## src/rtl/freq_ctrl_pkg.sv

```systemverilog
`timescale 1ns/1ps
`default_nettype none
// ============================================================================
// Module      : freq_ctrl_pkg
// Description : Shared types and widths for the auto-ranging frequency
//               measurement controller.
// Revision    : 1.0 - initial release
// ============================================================================
package freq_ctrl_pkg;

  // Width of every frequency value moving through the controller (Hz).
  localparam int FREQ_W = 32;

  // Controller sequencing states.
  typedef enum logic [2:0] {
    IDLE     = 3'd0,
    HF_START = 3'd1,
    HF_WAIT  = 3'd2,
    LF_START = 3'd3,
    LF_WAIT  = 3'd4,
    REPORT   = 3'd5
  } state_t;

  // Measurement range: LF = period-based counter, HF = 1 s gated counter.
  typedef enum logic {
    RANGE_LF = 1'b0,
    RANGE_HF = 1'b1
  } range_t;

endpackage : freq_ctrl_pkg
`default_nettype wire

```

## src/rtl/auto_range_freq_ctrl_timeout_timer.sv

```systemverilog
`timescale 1ns/1ps
`default_nettype none
// ============================================================================
// Module      : timeout_timer
// Description : Saturating cycle counter that flags when an LF measurement
//               has been waiting TIMEOUT_CYC cycles. Cleared while the
//               controller prepares a new LF start, counts while enabled.
// Revision    : 1.0 - initial release
// ============================================================================
module timeout_timer #(
  parameter int TIMEOUT_CYC = 200_000_000
) (
  input  logic i_clk,
  input  logic i_rst_n,
  input  logic i_clear,
  input  logic i_enable,
  output logic o_expired
);

  // Guard against a degenerate 0-bit counter for tiny limits.
  localparam int CNT_W = (TIMEOUT_CYC > 1) ? $clog2(TIMEOUT_CYC) : 1;
  localparam logic [CNT_W-1:0] c_last = CNT_W'(TIMEOUT_CYC - 1);

  logic [CNT_W-1:0] count_q;
  logic [CNT_W-1:0] count_d;

  // Next count: clear wins, then count up and hold at the terminal value.
  always_comb begin
    count_d = count_q;
    if (i_clear) begin
      count_d = '0;
    end else if (i_enable && (count_q != c_last)) begin
      count_d = count_q + 1'b1;
    end
  end

  // Counter register.
  always_ff @(posedge i_clk or negedge i_rst_n) begin
    if (!i_rst_n) begin
      count_q <= '0;
    end else begin
      count_q <= count_d;
    end
  end

  // Terminal count reached on the cycle the count equals TIMEOUT_CYC - 1.
  assign o_expired = i_enable && (count_q == c_last);

endmodule : timeout_timer
`default_nettype wire

```

## src/rtl/auto_range_freq_ctrl.sv

```systemverilog
`timescale 1ns/1ps
`default_nettype none
// ============================================================================
// Module      : auto_range_freq_ctrl
// Description : Sequences the HF (gated edge count) and LF (period based)
//               frequency counters, picks the range, and presents a single
//               registered result with a valid pulse.
// Config      : AUTO_RANGE_TIMEOUT_EN - builds the LF_WAIT timeout
//               (o_lf_abort / o_timeout); otherwise both stay at 0.
// Revision    : 1.0 - initial release
// ============================================================================
module auto_range_freq_ctrl
  import freq_ctrl_pkg::*;
#(
  parameter int CLK_FREQ    = 100_000_000,
  parameter int THRESH_HZ   = 1000,
  parameter int TIMEOUT_CYC = 200_000_000
) (
  input  logic              i_clk,
  input  logic              i_rst_n,
  input  logic              i_start,
  input  logic              i_continuous,
  output logic              o_busy,
  output logic              o_hf_start,
  input  logic              i_hf_done,
  input  logic [FREQ_W-1:0] i_hf_count,
  output logic              o_lf_start,
  input  logic              i_lf_ready,
  input  logic              i_lf_done,
  input  logic [FREQ_W-1:0] i_lf_frequency,
  output logic              o_lf_abort,
  output logic [FREQ_W-1:0] o_frequency,
  output logic              o_range,
  output logic              o_valid,
  output logic              o_timeout
);

  localparam logic [FREQ_W-1:0] c_thresh = FREQ_W'(THRESH_HZ);

  state_t              state_q,     state_d;
  range_t              sticky_q,    sticky_d;     // range the next measurement starts in
  logic [FREQ_W-1:0]   result_q,    result_d;     // value waiting to be reported
  range_t              res_range_q, res_range_d;
  logic                tflag_q,     tflag_d;      // pending result came from a timeout
  logic [FREQ_W-1:0]   freq_q,      freq_d;
  range_t              range_q,     range_d;
  logic                valid_q,     valid_d;
  logic                timeout_q,   timeout_d;
  logic                hf_start_q,  hf_start_d;
  logic                lf_start_q,  lf_start_d;
  logic                abort_q,     abort_d;
  logic                busy_q,      busy_d;

  logic                timer_expired;

  // CLK_FREQ only documents the clock; TIMEOUT_CYC is unused when the
  // timeout is not built. Both are folded here so neither reads as dead.
  logic unused_cfg;
  assign unused_cfg = (CLK_FREQ > 0) ^ (TIMEOUT_CYC > 0);

`ifdef AUTO_RANGE_TIMEOUT_EN
  timeout_timer #(
    .TIMEOUT_CYC (TIMEOUT_CYC)
  ) u_timeout_timer (
    .i_clk     (i_clk),
    .i_rst_n   (i_rst_n),
    .i_clear   (state_q == LF_START),
    .i_enable  (state_q == LF_WAIT),
    .o_expired (timer_expired)
  );
`else
  // No timer: LF_WAIT waits for i_lf_done indefinitely, so the abort and
  // timeout flops never set and those outputs stay at 0.
  assign timer_expired = 1'b0;
`endif

  // Next-state and registered-output logic.
  always_comb begin
    state_d     = state_q;
    sticky_d    = sticky_q;
    result_d    = result_q;
    res_range_d = res_range_q;
    tflag_d     = tflag_q;
    freq_d      = freq_q;
    range_d     = range_q;
    valid_d     = 1'b0;
    timeout_d   = 1'b0;
    hf_start_d  = 1'b0;
    lf_start_d  = 1'b0;
    abort_d     = 1'b0;

    case (state_q)
      IDLE: begin
        if (i_start || i_continuous) begin
          state_d = (sticky_q == RANGE_HF) ? HF_START : LF_START;
        end
      end

      HF_START: begin
        hf_start_d = 1'b1;
        state_d    = HF_WAIT;
      end

      HF_WAIT: begin
        if (i_hf_done) begin
          if (i_hf_count >= c_thresh) begin
            result_d    = i_hf_count;
            res_range_d = RANGE_HF;
            tflag_d     = 1'b0;
            state_d     = REPORT;
          end else begin
            // Too slow for the gated counter: retry in LF without reporting.
            sticky_d = RANGE_LF;
            state_d  = LF_START;
          end
        end
      end

      LF_START: begin
        if (i_lf_ready) begin
          lf_start_d = 1'b1;
          state_d    = LF_WAIT;
        end
      end

      LF_WAIT: begin
        // A done on the terminal-count cycle takes priority over the abort.
        if (i_lf_done) begin
          result_d    = i_lf_frequency;
          res_range_d = RANGE_LF;
          tflag_d     = 1'b0;
          if (i_lf_frequency >= c_thresh) begin
            sticky_d = RANGE_HF;
          end
          state_d = REPORT;
        end else if (timer_expired) begin
          abort_d     = 1'b1;
          result_d    = '0;
          res_range_d = RANGE_LF;
          tflag_d     = 1'b1;
          state_d     = REPORT;
        end
      end

      REPORT: begin
        freq_d    = result_q;
        range_d   = res_range_q;
        valid_d   = 1'b1;
        timeout_d = tflag_q;
        if (i_continuous) begin
          state_d = (sticky_q == RANGE_HF) ? HF_START : LF_START;
        end else begin
          state_d = IDLE;
        end
      end

      default: begin
        state_d = IDLE;
      end
    endcase

    busy_d = (state_d != IDLE);
  end

  // State and output registers.
  always_ff @(posedge i_clk or negedge i_rst_n) begin
    if (!i_rst_n) begin
      state_q     <= IDLE;
      sticky_q    <= RANGE_HF;
      result_q    <= '0;
      res_range_q <= RANGE_HF;
      tflag_q     <= 1'b0;
      freq_q      <= '0;
      range_q     <= RANGE_HF;
      valid_q     <= 1'b0;
      timeout_q   <= 1'b0;
      hf_start_q  <= 1'b0;
      lf_start_q  <= 1'b0;
      abort_q     <= 1'b0;
      busy_q      <= 1'b0;
    end else begin
      state_q     <= state_d;
      sticky_q    <= sticky_d;
      result_q    <= result_d;
      res_range_q <= res_range_d;
      tflag_q     <= tflag_d;
      freq_q      <= freq_d;
      range_q     <= range_d;
      valid_q     <= valid_d;
      timeout_q   <= timeout_d;
      hf_start_q  <= hf_start_d;
      lf_start_q  <= lf_start_d;
      abort_q     <= abort_d;
      busy_q      <= busy_d;
    end
  end

  assign o_busy      = busy_q;
  assign o_hf_start  = hf_start_q;
  assign o_lf_start  = lf_start_q;
  assign o_lf_abort  = abort_q;
  assign o_frequency = freq_q;
  assign o_range     = range_q;
  assign o_valid     = valid_q;
  assign o_timeout   = timeout_q;

endmodule : auto_range_freq_ctrl
`default_nettype wire

```

## config.mk

```make
export PLATFORM = sky130hd
export DESIGN_NAME = auto_range_freq_ctrl
export DESIGN_NICKNAME = d
export VERILOG_FILES = /design/src/rtl/freq_ctrl_pkg.sv /design/src/rtl/auto_range_freq_ctrl_timeout_timer.sv /design/src/rtl/auto_range_freq_ctrl.sv
export SDC_FILE = /design/constraint.sdc
export NUM_CORES = 1
export LEC_CHECK = 0
export BUFFER_PORTS_ARGS = -buffer_cell sky130_fd_sc_hd__buf_2
export CORE_MARGIN = 3
export CORE_UTILIZATION = 50
export DETAILED_ROUTE_END_ITERATION = 10
export PLACE_DENSITY = 0.91
export RECOVER_POWER = 50
export SLEW_MARGIN = 0
export SYNTH_ARGS = -nofsm -noshare
export SYNTH_HDL_FRONTEND = slang
export SYNTH_SLANG_ARGS = --single-unit
```

## constraint.sdc

```tcl
create_clock -name i_clk -period 2.5 [get_ports i_clk]
set_input_delay 0.25 -clock i_clk [delete_from_list [all_inputs] [get_ports i_clk]]
set_output_delay 0.25 -clock i_clk [all_outputs]
set_load 0.01 [all_outputs]
```

* Word level (Yosys, flattened, before mapping)
Index checks and enable logic that the tools add are counted.
Storage, ports and cells: flip-flop bits (word level) 76, input bits 71, output and inout port bits 39, word-level logic and storage cells 59
Cells by class: magnitude comparators 2, equal/unequal tests 10, muxes and demuxes 29, reduce and logical (&&, ||, !) cells 6
Operators by type and width (count):
- 2-to-1 mux 32 bit | 3
- >= comparator 32 x 10 -> 1 bit (second input constant) | 2
- case mux 32 bit (2 select lines) | 1
- case mux 3 bit (6 select lines) | 1
- 2-to-1 mux 3 bit | 5
- 2-to-1 mux 1 bit | 14
- != test 2 bit (second input constant) | 5
- equality test 3 x 2 -> 1 bit (second input constant) | 2
- equality test 3 bit (second input constant) | 2
- case mux 1 bit (2 select lines) | 3
- AND reduction 5 bit | 1
- 2-to-1 mux 2 bit | 2
- AND reduction 4 bit | 1
- equality test 3 x 1 -> 1 bit (second input constant) | 1
- zero test 3 bit | 1
- nonzero test 3 bit | 1
- nonzero test 2 bit | 1
- logical OR 1 bit | 1

* Logic depth before layout (Yosys ltp)
Gate-level depths: netlist (run 1).
depth after elaboration 5, gate-level depth with buffers 9, gate-level depth less buffers 5

* Least setup slack after synthesis (run 1)
No wires, ideal clock.
path type flip-flop to flip-flop, from register state_q[2], to register result_q[13], arrival time 1631 ps, required time 2374 ps, path slack 743 ps, stages on the path, launching flop included 8, buffers on the path 3, cell sequence dfrtp_1 -> buf_2 -> nand2b_4 -> or2_4 -> o41ai_4 -> buf_6 -> buf_4 -> o21ai_0
Between the ends: word-level cells in the longest chain between the ends 3
RTL lines:
- from (decl) | line auto_range_freq_ctrl.sv:40 | state_t state_q, state_d;
- from (signal assigned) | line auto_range_freq_ctrl.sv:182 | state_q <= state_d;
- equality test 3 x 2 -> 1 bit or equality test 3 bit (tied branches) | line auto_range_freq_ctrl.sv:92 | case (state_q)
- != test 2 bit (no source line) or nonzero test 2 bit (tied branches)
- AND reduction 4 bit (no source line)
- to (signal assigned) | line auto_range_freq_ctrl.sv:184 | result_q <= result_d;
- to (decl) | line auto_range_freq_ctrl.sv:42 | logic [FREQ_W-1:0] result_q, result_d;
Parallel ways exist; a longest one is shown, timed or not. A chain may end at the register's enable or synchronous reset.

* Worst setup path in the final report (run 1)
from register state_q[2], to register result_q[19]
Same word-level chain as after synthesis.

==> results of run 1 <==
## report_power, final
| group | internal, mW | switching, mW |
|---|---|---|
| Sequential | 1.76 | 0.342 |
| Combinational | 0.665 | 0.934 |
| Clock | 0.485 | 0.435 |
| Total | 2.91 | 1.71 |
## sequential cells by signal (all words and copies together), names as in the netlist
name         flops
o_frequency     32
result_q        32
state_q          3
o_busy           1
o_hf_start       1
o_lf_start       1
o_range          1
o_valid          1
res_range_q      1
sticky_q         1
## cell type report
class | count | share of cell area
timing repair buffer | 114 | 0.1431
tap | 77 | 0.02374
clock inverter | 5 | 0.01326
inverter | 2 | 0.001850
multi-input combinational | 248 | 0.3259
clock buffer | 11 | 0.03484
sequential | 74 | 0.4573
## path summary, 6_finish.rpt
path	startpoint	end	slack [ns]	cells after the start
min in group asynchronous	i_rst_n	o_frequency[17]	0.37	1
hold / removal	i_hf_done	state_q[2]	0.18	2
setup / recovery	state_q[2]	result_q[19]	0.45	6
max in group asynchronous	i_rst_n	o_frequency[11]	1.03	1
setup reg to reg	state_q[2]	result_q[19]	0.45	6
hold reg to reg	result_q[1]	o_frequency[1]	0.46	2
## layer usage
metal,vias to the layer above,GRT usage
li1,1368,-
met4,0,0.1255
met5,-,0
met2,130,0.3541
met3,30,0.05582
met1,1356,0.2925
## cells in the mapped netlist
cell type,number,area [µm²]
a21o_1,1,7.510
nor2_1,10,37.54
nor4_1,10,62.56
clkinv_1,1,3.750
nor3_1,1,5.000
a2111o_1,1,11.26
buf_2,6,30.03
or2_4,1,8.760
inv_1,1,3.750
and4_1,1,8.760
a22oi_1,1,7.510
buf_4,3,22.52
dfstp_2,3,78.83
o21ai_1,6,30.03
a22o_1,2,17.52
o41ai_4,1,27.53
nand2b_4,1,13.76
nand2_1,134,503.0
mux2_2,1,11.26
mux2i_1,32,320.3
buf_6,5,56.30
a21oi_1,1,5.000
nor3b_1,3,22.52
nand3b_1,1,7.510
clkbuf_1,7,26.28
a221o_1,2,20.02
o221ai_1,1,8.760
o21ai_0,29,145.1
conb_1,1,3.750
nand4_1,4,25.02
dfrtp_1,71,1777
nand3_1,1,5.000
or2_2,1,6.260
## critical path, delay by kind of cell (launching register included)
kind                   cells  cell delay, ns
buffers and inverters      1            0.32
AO/OA/AOI/OAI              2            0.54
AND/OR/NAND/NOR            3            0.62
flip-flops                 1            0.47
## cells by family after synthesis
family,after synthesis,synth area share
buf+inv,23,0.04297
simple gates,168,0.2126
compound gates,45,0.08444
other cells,1,0.001130
flops,74,0.5590
mux,33,0.09989
## stage by stage
step           utilization  power (mW)  std cells  hold slack (ns)  setup slack [ns]
6_report            0.6354       4.626        531           0.1807            0.4461
5_1_grt             0.6354       4.980        531           0.1835            0.3304
2_1_floorplan            -       3.160        345         -0.04559            0.7426
3_5_place_dp        0.6095       3.759        515           0.4456            0.3644
4_1_cts             0.6401       4.688        531          0.07211            0.4966
3_3_place_gp        0.6095       3.667        515           0.4269            0.4080
==> results.yml, run 1 <==
run_status:
  status: "finished, violations left"
  violations: "capacitance limit, slew limit"
routing:
  drc_errors: 0
  vias: 2884
  wl_mm: 8.482
  first_iter_violations: 173
  viasPerCell: 5.431
  drt-met1-wl_mm: 3.481
  wl_met3_um: 583
  drtPass1Iterations: 4
  wl_met2_mm: 4.101
  ant_nets: 0
  wire_per_inst_um: 15.97
  highest_layer: "met4"
cells_and_area:
  n_fill_cell: 532
  mostFrequentLayoutCells: "134 x nand2_1, 90 x buf_2, 71 x dfrtp_1"
  layout-drive-gt1-share: 0.2665
  multi_input_area_um2: 1323
  stdcell_area_um2: 4058
  diodes: 0
  layout_commonest_cell: "nand2_1"
  nets: 520
  regArea_um2: 1856
  syn_to_final_growth_pct: 22.24
setup_path:
  endpoint_kind: "register"
  crit_path_start_kind: "register"
  worstPathMaxFanout: 26
  criticalPathCategory: "reg -> reg"
  crit_slowest_cell: "dfrtp_1"
  crit_chain: "nand2b_1 -> or2_4 -> o41ai_4 -> buf_4 -> nand2_1 -> o21ai_0"
  max_stage_delay_ns: 0.47
  critPathRequiredTime_ns: 2.74
  cp_data_arrival_time_ns: 2.29
synthesis:
  ys_seq_area_frac: 0.5590
  yosysWarnings: 0
  ys_seq_elements: 74
  ys_types: 33
  synthCells: 344
  syn-cell-area_um2: 3319
  syn_area_per_cell_um2: 9.650
clock_network:
  cts.sinks: 74
  cts_root_buf: "clkbuf_8"
  h-tree-depth: 3
  post_cts_buffers: 0
  cts_hold_buf: 0
  clock_latency_ns: 0.34
  numCtsBuffers: 9
  clk_pin_slew_ns: 0.08
  tritoncts: "done"
  clk_path_buf_depth: 2
  cts_resized: 0
sta:
  fin_crit_sh: 0.8215
  min_period_ns: 2.054
  relSlewSlack: -0.2052
  clock_skew_ns: 0.008709
  finalHoldViolations: 0
  rsz0062_at_grt: "no"
  report.final.slew_viol_count: 75
  worst_pin_slew_ns: 1.808
  fin_setup_tns_ns: 0
  max_freq_mhz: 486.9
  setup_viol: 0
die:
  start_util: 0.5198
  core_um2: 6386
  dieArea_um2: 7653
  rows: 29
  die_w_um: 87.48
  die_height_um: 87.48
  io_pins: 110
global_route:
  overflow: 0
  grt_max_degree: 75
  grt.total_usage: 0.2281
  grt_pass1_vias: 2765
  grt_first_pass_wirelength_mm: 13.21
  antenna_found_initial: 0
hold_path:
  hold_path_class: "in -> reg"
place:
  placed_cell_area_um2: 3892
  gp_congestion: 0.9009
  port_buffers: 107
  hpwlAfterDp_mm: 6.079
pwr:
  vdd_drop_max_v: 0.0005725
  power.leakage_nw: 2.058
  p_per_area_nw_per_um2: 1140
run:
  drv_cap: 1
Note: power is estimated with default switching activity, not from simulation.
==> run 2, diff against run 1 <==
Settings changed: CORE_UTILIZATION 50 to 45, PLACE_DENSITY 0.91 to 0.87.
Clock period 2.5 ns to 1.69 ns, I/O delays scaled along.
==> run 2 against run 1 <==
  * The run ends with setup timing left
  * Clock-buffer cell count unchanged
  * Via count is 4.9% higher
  * Clock power up 51%
  * Combinational power increased by 96%
  * Clock skew up 0.0025 ns
  * Sequential power rose by 46%
  * Critical path type unchanged
  * Largest power group is now combinational cells
==> results.yml, run 2 (same netlist as run 1, synthesis figures left out) <==
run_status:
  status: "finished, violations left"
  violations: "setup timing"
routing:
  ant_nets: 0
  drc_errors: 0
  wire_per_inst_um: 16.52
  vias: 3026
  first_iter_violations: 123
  drtPass1Iterations: 4
  wl_mm: 9.596
  viasPerCell: 5.208
global_route:
  grt_max_degree: 66
  overflow: 0
  grt.total_usage: 0.2115
  grt_first_pass_wirelength_mm: 13.89
  antenna_found_initial: 0
  grt_pass1_vias: 2892
sta:
  worst_pin_slew_ns: 0.6668
  rsz0062_at_grt: "yes"
  max_freq_mhz: 583.5
  report.final.slew_viol_count: 0
  setup_viol: 3
  min_period_ns: 1.714
  setup_ws_ns: -0.02375
  relSlewSlack: 0.5555
  finalHoldViolations: 0
  fin_setup_tns_ns: -0.04440
  fin_crit_sh: 1.014
  clock_skew_ns: 0.01126
cells_and_area:
  syn_to_final_growth_pct: 35.66
  diodes: 0
  nets: 551
  layout_commonest_cell: "nand2_1"
  mostFrequentLayoutCells: "131 x nand2_1, 106 x buf_2, 68 x dfrtp_1"
  layout-drive-gt1-share: 0.3691
  fin_util: 0.6450
  n_fill_cell: 600
hold_path:
  hold_depth: 3
  hold_path_class: "in -> reg"
  hp-start: "i_hf_count[0]"
  holdPathEnd: "result_q[0]"
pwr:
  vdd_drop_max_v: 0.0007836
  power.leakage_nw: 2.318
  p_per_area_nw_per_um2: 1693
die:
  io_pins: 110
  die_height_um: 91.89
  start_util: 0.4754
  rows: 30
  dieArea_um2: 8443
  core_um2: 6982
  die_w_um: 91.89
clock_network:
  clk_path_buf_depth: 2
  clock_latency_ns: 0.34
  h-tree-depth: 3
  clk_pin_slew_ns: 0.08
  cts.sinks: 74
  tritoncts: "done"
  cts_root_buf: "clkbuf_8"
  numCtsBuffers: 9
setup_path:
  worstPathMaxFanout: 8
  endpoint_kind: "register"
  criticalPathCategory: "reg -> reg"
  crit_path_start_kind: "register"
  r2r_setup_slack_ns: -0.02
  cp_data_arrival_time_ns: 1.97
  reg2reg_to: "result_q[12]"
  critPathRequiredTime_ns: 1.95
  reg2regPathDepth: 7
  reg2reg_from: "state_q[2]"
place:
  port_buffers: 107
  gp_congestion: 0.8262
  hpwlAfterDp_mm: 6.445
run:
  drv_cap: 0
-- run 2: changes by cell type in the layout (fill, tap and decap cells not counted), sizes merged --
cell	before	now
buf	97	138
clkinv	5	4
clkinvlp	0	1
clkbuf	28	17
dlygate4sd3	0	1
-- run 2: worst max path at each step --
| stage | endpoint | start | cells past startpoint | slack, ns |
|---|---|---|---|---|
| detailed placement | result_q[15] | i_hf_count[13] | 7 | -0.55 |
| CTS | result_q[12] | state_q[2] | 6 | -0.002 |
| global route | result_q[3] | state_q[1] | 7 | -0.11 |
| global placement | result_q[17] | i_hf_count[13] | 7 | -0.52 |
| floorplan | result_q[0] | state_q[0] | 9 | 0.04 |
| finish | result_q[12] | state_q[2] | 7 | -0.02 |
-- run 2: report_power, final --
part	leakage, nW	internal, mW	switching [mW]
clock network	0.105	0.755	0.635
logic	1.28	1.49	1.65
registers	0.930	2.62	0.475
-- run 2: through the flow --
stage	power [mW]	cell area [µm²]	instances	hold WS (ns)	worst slack, ns
global placement	5.526	4061	550	0.002415	-0.5201
detailed placement	5.672	4061	550	0.001506	-0.5472
finish	7.622	4503	581	0.09973	-0.02375
floorplan	4.674	3323	345	-0.1266	0.04204
CTS	7.092	4294	567	0.09512	-0.002163
global route	8.149	4503	581	0.1100	-0.1129
-- run 2: layout make-up --
class / count / area (µm²) / share of cell area
clock buffers: 11 / 151.4 / 0.03362
clock inverters: 5 / 52.55 / 0.01167
inverters: 2 / 7.507 / 0.001667
multi-input cells: 248 / 1376 / 0.3056
flip-flops and latches: 74 / 1859 / 0.4129
well taps: 96 / 120.1 / 0.02667
repair buffers: 145 / 935.9 / 0.2078
-- run 2: routing by layer --
metal,wire length [µm],GRT usage,vias up
li1,-,-,1429
met4,200,0.07673,0
met1,3793,0.2620,1441
met2,4870,0.3662,141
met3,732,0.04266,15
met5,0,0,-
-- run 2: worst max-delay path, stage by stage (launching register included) --
cell,delay (ns)
dfrtp_2,0.44
nand2b_4,0.15
or2_4,0.25
o41ai_4,0.27
buf_6,0.19
buf_8,0.15
nand2_1,0.08
o21ai_1,0.09
-- run 2: repair_timing --
item	in CTS	in global routing
hold endpoints to repair	71	0
pin swaps	1	2
buffers inserted	0	7
cloned	0	7
setup endpoints to repair	35	34
hold buffers	1	0
gates resized for setup	5	37
==> run 3, diff against run 2 <==
==> constraint.sdc (replaced) <==
create_clock -name i_clk -period 1.69 [get_ports i_clk]
set_input_delay 0 -clock i_clk [delete_from_list [all_inputs] [get_ports i_clk]]
set_output_delay 0 -clock i_clk [all_outputs]
set_load 0.01 [all_outputs]
==> run 3 against run 2 <==
  * The run ends with hold timing, setup timing left
  * Sequential cell count is the same
  * Clock power is 6% higher
  * Combinational power fell by 14%
  * Fmax up 0.37%
  * Clock skew down 0.0010 ns
  * Wire length fell by 0.11%
  * Utilization up 4.1 points
  * Sequential power is essentially flat
  * Clock-buffer cell count unchanged
  * Cell count increased by 5.9%
  * Worst setup slack better by 0.0063 ns
==> results.yml, run 3 (same netlist as run 1, synthesis figures left out) <==
run_status:
  status: "finished, violations left"
  violations: "hold timing, setup timing"
clock_network:
  clock_latency_ns: 0.35
  h-tree-depth: 3
  cts.sinks: 74
  post_cts_buffers: 0
  cts_root_buf: "clkbuf_8"
  clk_pin_slew_ns: 0.07
  clk_path_buf_depth: 2
  numCtsBuffers: 9
  tritoncts: "done"
pwr:
  switching_share: 0.3574
  p_total_mw: 7.263
  p_per_area_nw_per_um2: 1516
  power_switching_mw: 2.596
  power.leakage_nw: 2.394
  seqPwrFrac: 0.427
  power_frac_comb: 0.371
  vdd_drop_max_v: 0.0008626
  pwr-share-clk: 0.202
  internal-power_mw: 4.667
global_route:
  grt_pass1_vias: 3221
  antenna_found_initial: 0
  grt.total_usage: 0.2371
  grt_first_pass_wirelength_mm: 15.52
  grt_max_degree: 66
  overflow: 0
setup_path:
  worstPathMaxFanout: 65
  critPathRequiredTime_ns: 1.90
  crit_path_start_kind: "register"
  endpoint_kind: "register"
  cp_data_arrival_time_ns: 1.92
  criticalPathCategory: "reg -> reg"
run:
  drv_cap: 0
sta:
  rsz0062_at_grt: "yes"
  setup_ws_ns: -0.01743
  max_freq_mhz: 585.7
  report.final.slew_viol_count: 0
  setup_viol: 4
  finalHoldViolations: 1
  worst_pin_slew_ns: 0.8876
  min_period_ns: 1.707
  relSlewSlack: 0.4082
  holdWs_ns: -0.004813
  fin_crit_sh: 1.010
  clock_skew_ns: 0.01021
die:
  die_w_um: 91.89
  core_um2: 6982
  die_height_um: 91.89
  start_util: 0.4754
  rows: 30
  dieArea_um2: 8443
  io_pins: 110
routing:
  drtPass1Iterations: 4
  wl_mm: 9.585
  first_iter_violations: 162
  ant_nets: 0
  vias: 3119
  viasPerCell: 5.072
  drc_errors: 0
  wire_per_inst_um: 15.59
cells_and_area:
  regArea_um2: 1858
  nets: 584
  layout-drive-gt1-share: 0.2934
  multi_input_area_um2: 1363
  mostFrequentLayoutCells: "134 x nand2_1, 102 x buf_2, 69 x dfrtp_1"
  layout_commonest_cell: "nand2_1"
  stdcell_count: 615
  n_fill_cell: 532
  fin_util: 0.6864
  syn_to_final_growth_pct: 44.36
place:
  gp_congestion: 0.8188
  port_buffers: 107
  hpwlAfterDp_mm: 6.245
  dpl.cell_count: 546
hold_path:
  hold_path_class: "in -> reg"
-- run 3: changes by cell type in the layout (fill, tap and decap cells not counted), sizes merged --
| cell | delta |
|---|---|
| dlygate4sd3 | +51 |
| bufinv | +1 |
| clkinvlp | -1 |
| diode | +1 |
| buf | -18 |
-- run 3: power by group through the flow --
stage | sequential, mW | combinational, mW | clock (mW)
finish | 3.10 | 2.69 | 1.47
global route | 3.19 | 3.00 | 1.57
CTS | 3.08 | 2.69 | 1.48
detailed placement | 3.10 | 2.57 | 0
global placement | 3.05 | 2.48 | 0
floorplan | 3.18 | 1.49 | 0
-- run 3: what timing repair did --
action | in CTS | in global routing
hold buffers | 52 | 0
pin swaps | 1 | 2
gates resized for setup | 4 | 6
setup endpoints to repair | 28 | 35
endpoints found under the hold margin | 65 | 0
cloned | 0 | 0
-- run 3: metrics by stage --
step                setup slack [ns]     TNS, ns  instance area (µm²)  hold WS, ns
floorplan                    0.04204           0                 3323      -0.2956
global route                -0.09843      -2.104                 4790      0.01508
finish                      -0.01743    -0.03624                 4792    -0.004813
CTS                       -0.0002911  -0.0005482                 4788     0.001614
detailed placement           -0.3650      -11.61                 4044     -0.01514
global placement             -0.3607      -12.37                 4044     -0.02020
-- run 3: path summary, 6_finish.rpt --
check	start	to	slack [ns]	depth (start not counted)
max in group asynchronous	i_rst_n	state_q[0]	0.22	3
hold / removal	i_hf_count[20]	result_q[20]	-0.005	3
setup / recovery	state_q[2]	result_q[17]	-0.02	5
hold reg to reg	res_range_q	o_range	0.45	2
setup reg to reg	state_q[2]	result_q[17]	-0.02	5
min in group asynchronous	i_rst_n	o_frequency[9]	0.30	2
-- run 3: final cells by class --
class | count | area share
clock inverters | 5 | 0.01645
flip-flops and latches | 74 | 0.3877
inverters | 2 | 0.001567
multi-input cells | 248 | 0.2843
diodes | 1 | 0.0005222
repair buffers | 178 | 0.2569
clock buffers | 11 | 0.02742
well taps | 96 | 0.02507
-- run 3: worst max-delay path: stages (launching register included) --
cell	delay (ns)
dfrtp_1	0.44
nand2b_4	0.17
or2_4	0.26
o41ai_4	0.26
buf_12	0.29
o21ai_0	0.14
-- run 3: layer usage --
layer | global-route usage | vias to the layer above | wire length (µm)
met1 | 0.2648 | 1467 | 3730
li1 | - | 1497 | -
met2 | 0.4173 | 123 | 4841
met5 | 0 | - | 0
met3 | 0.05989 | 32 | 584
met4 | 0.1200 | 0 | 429
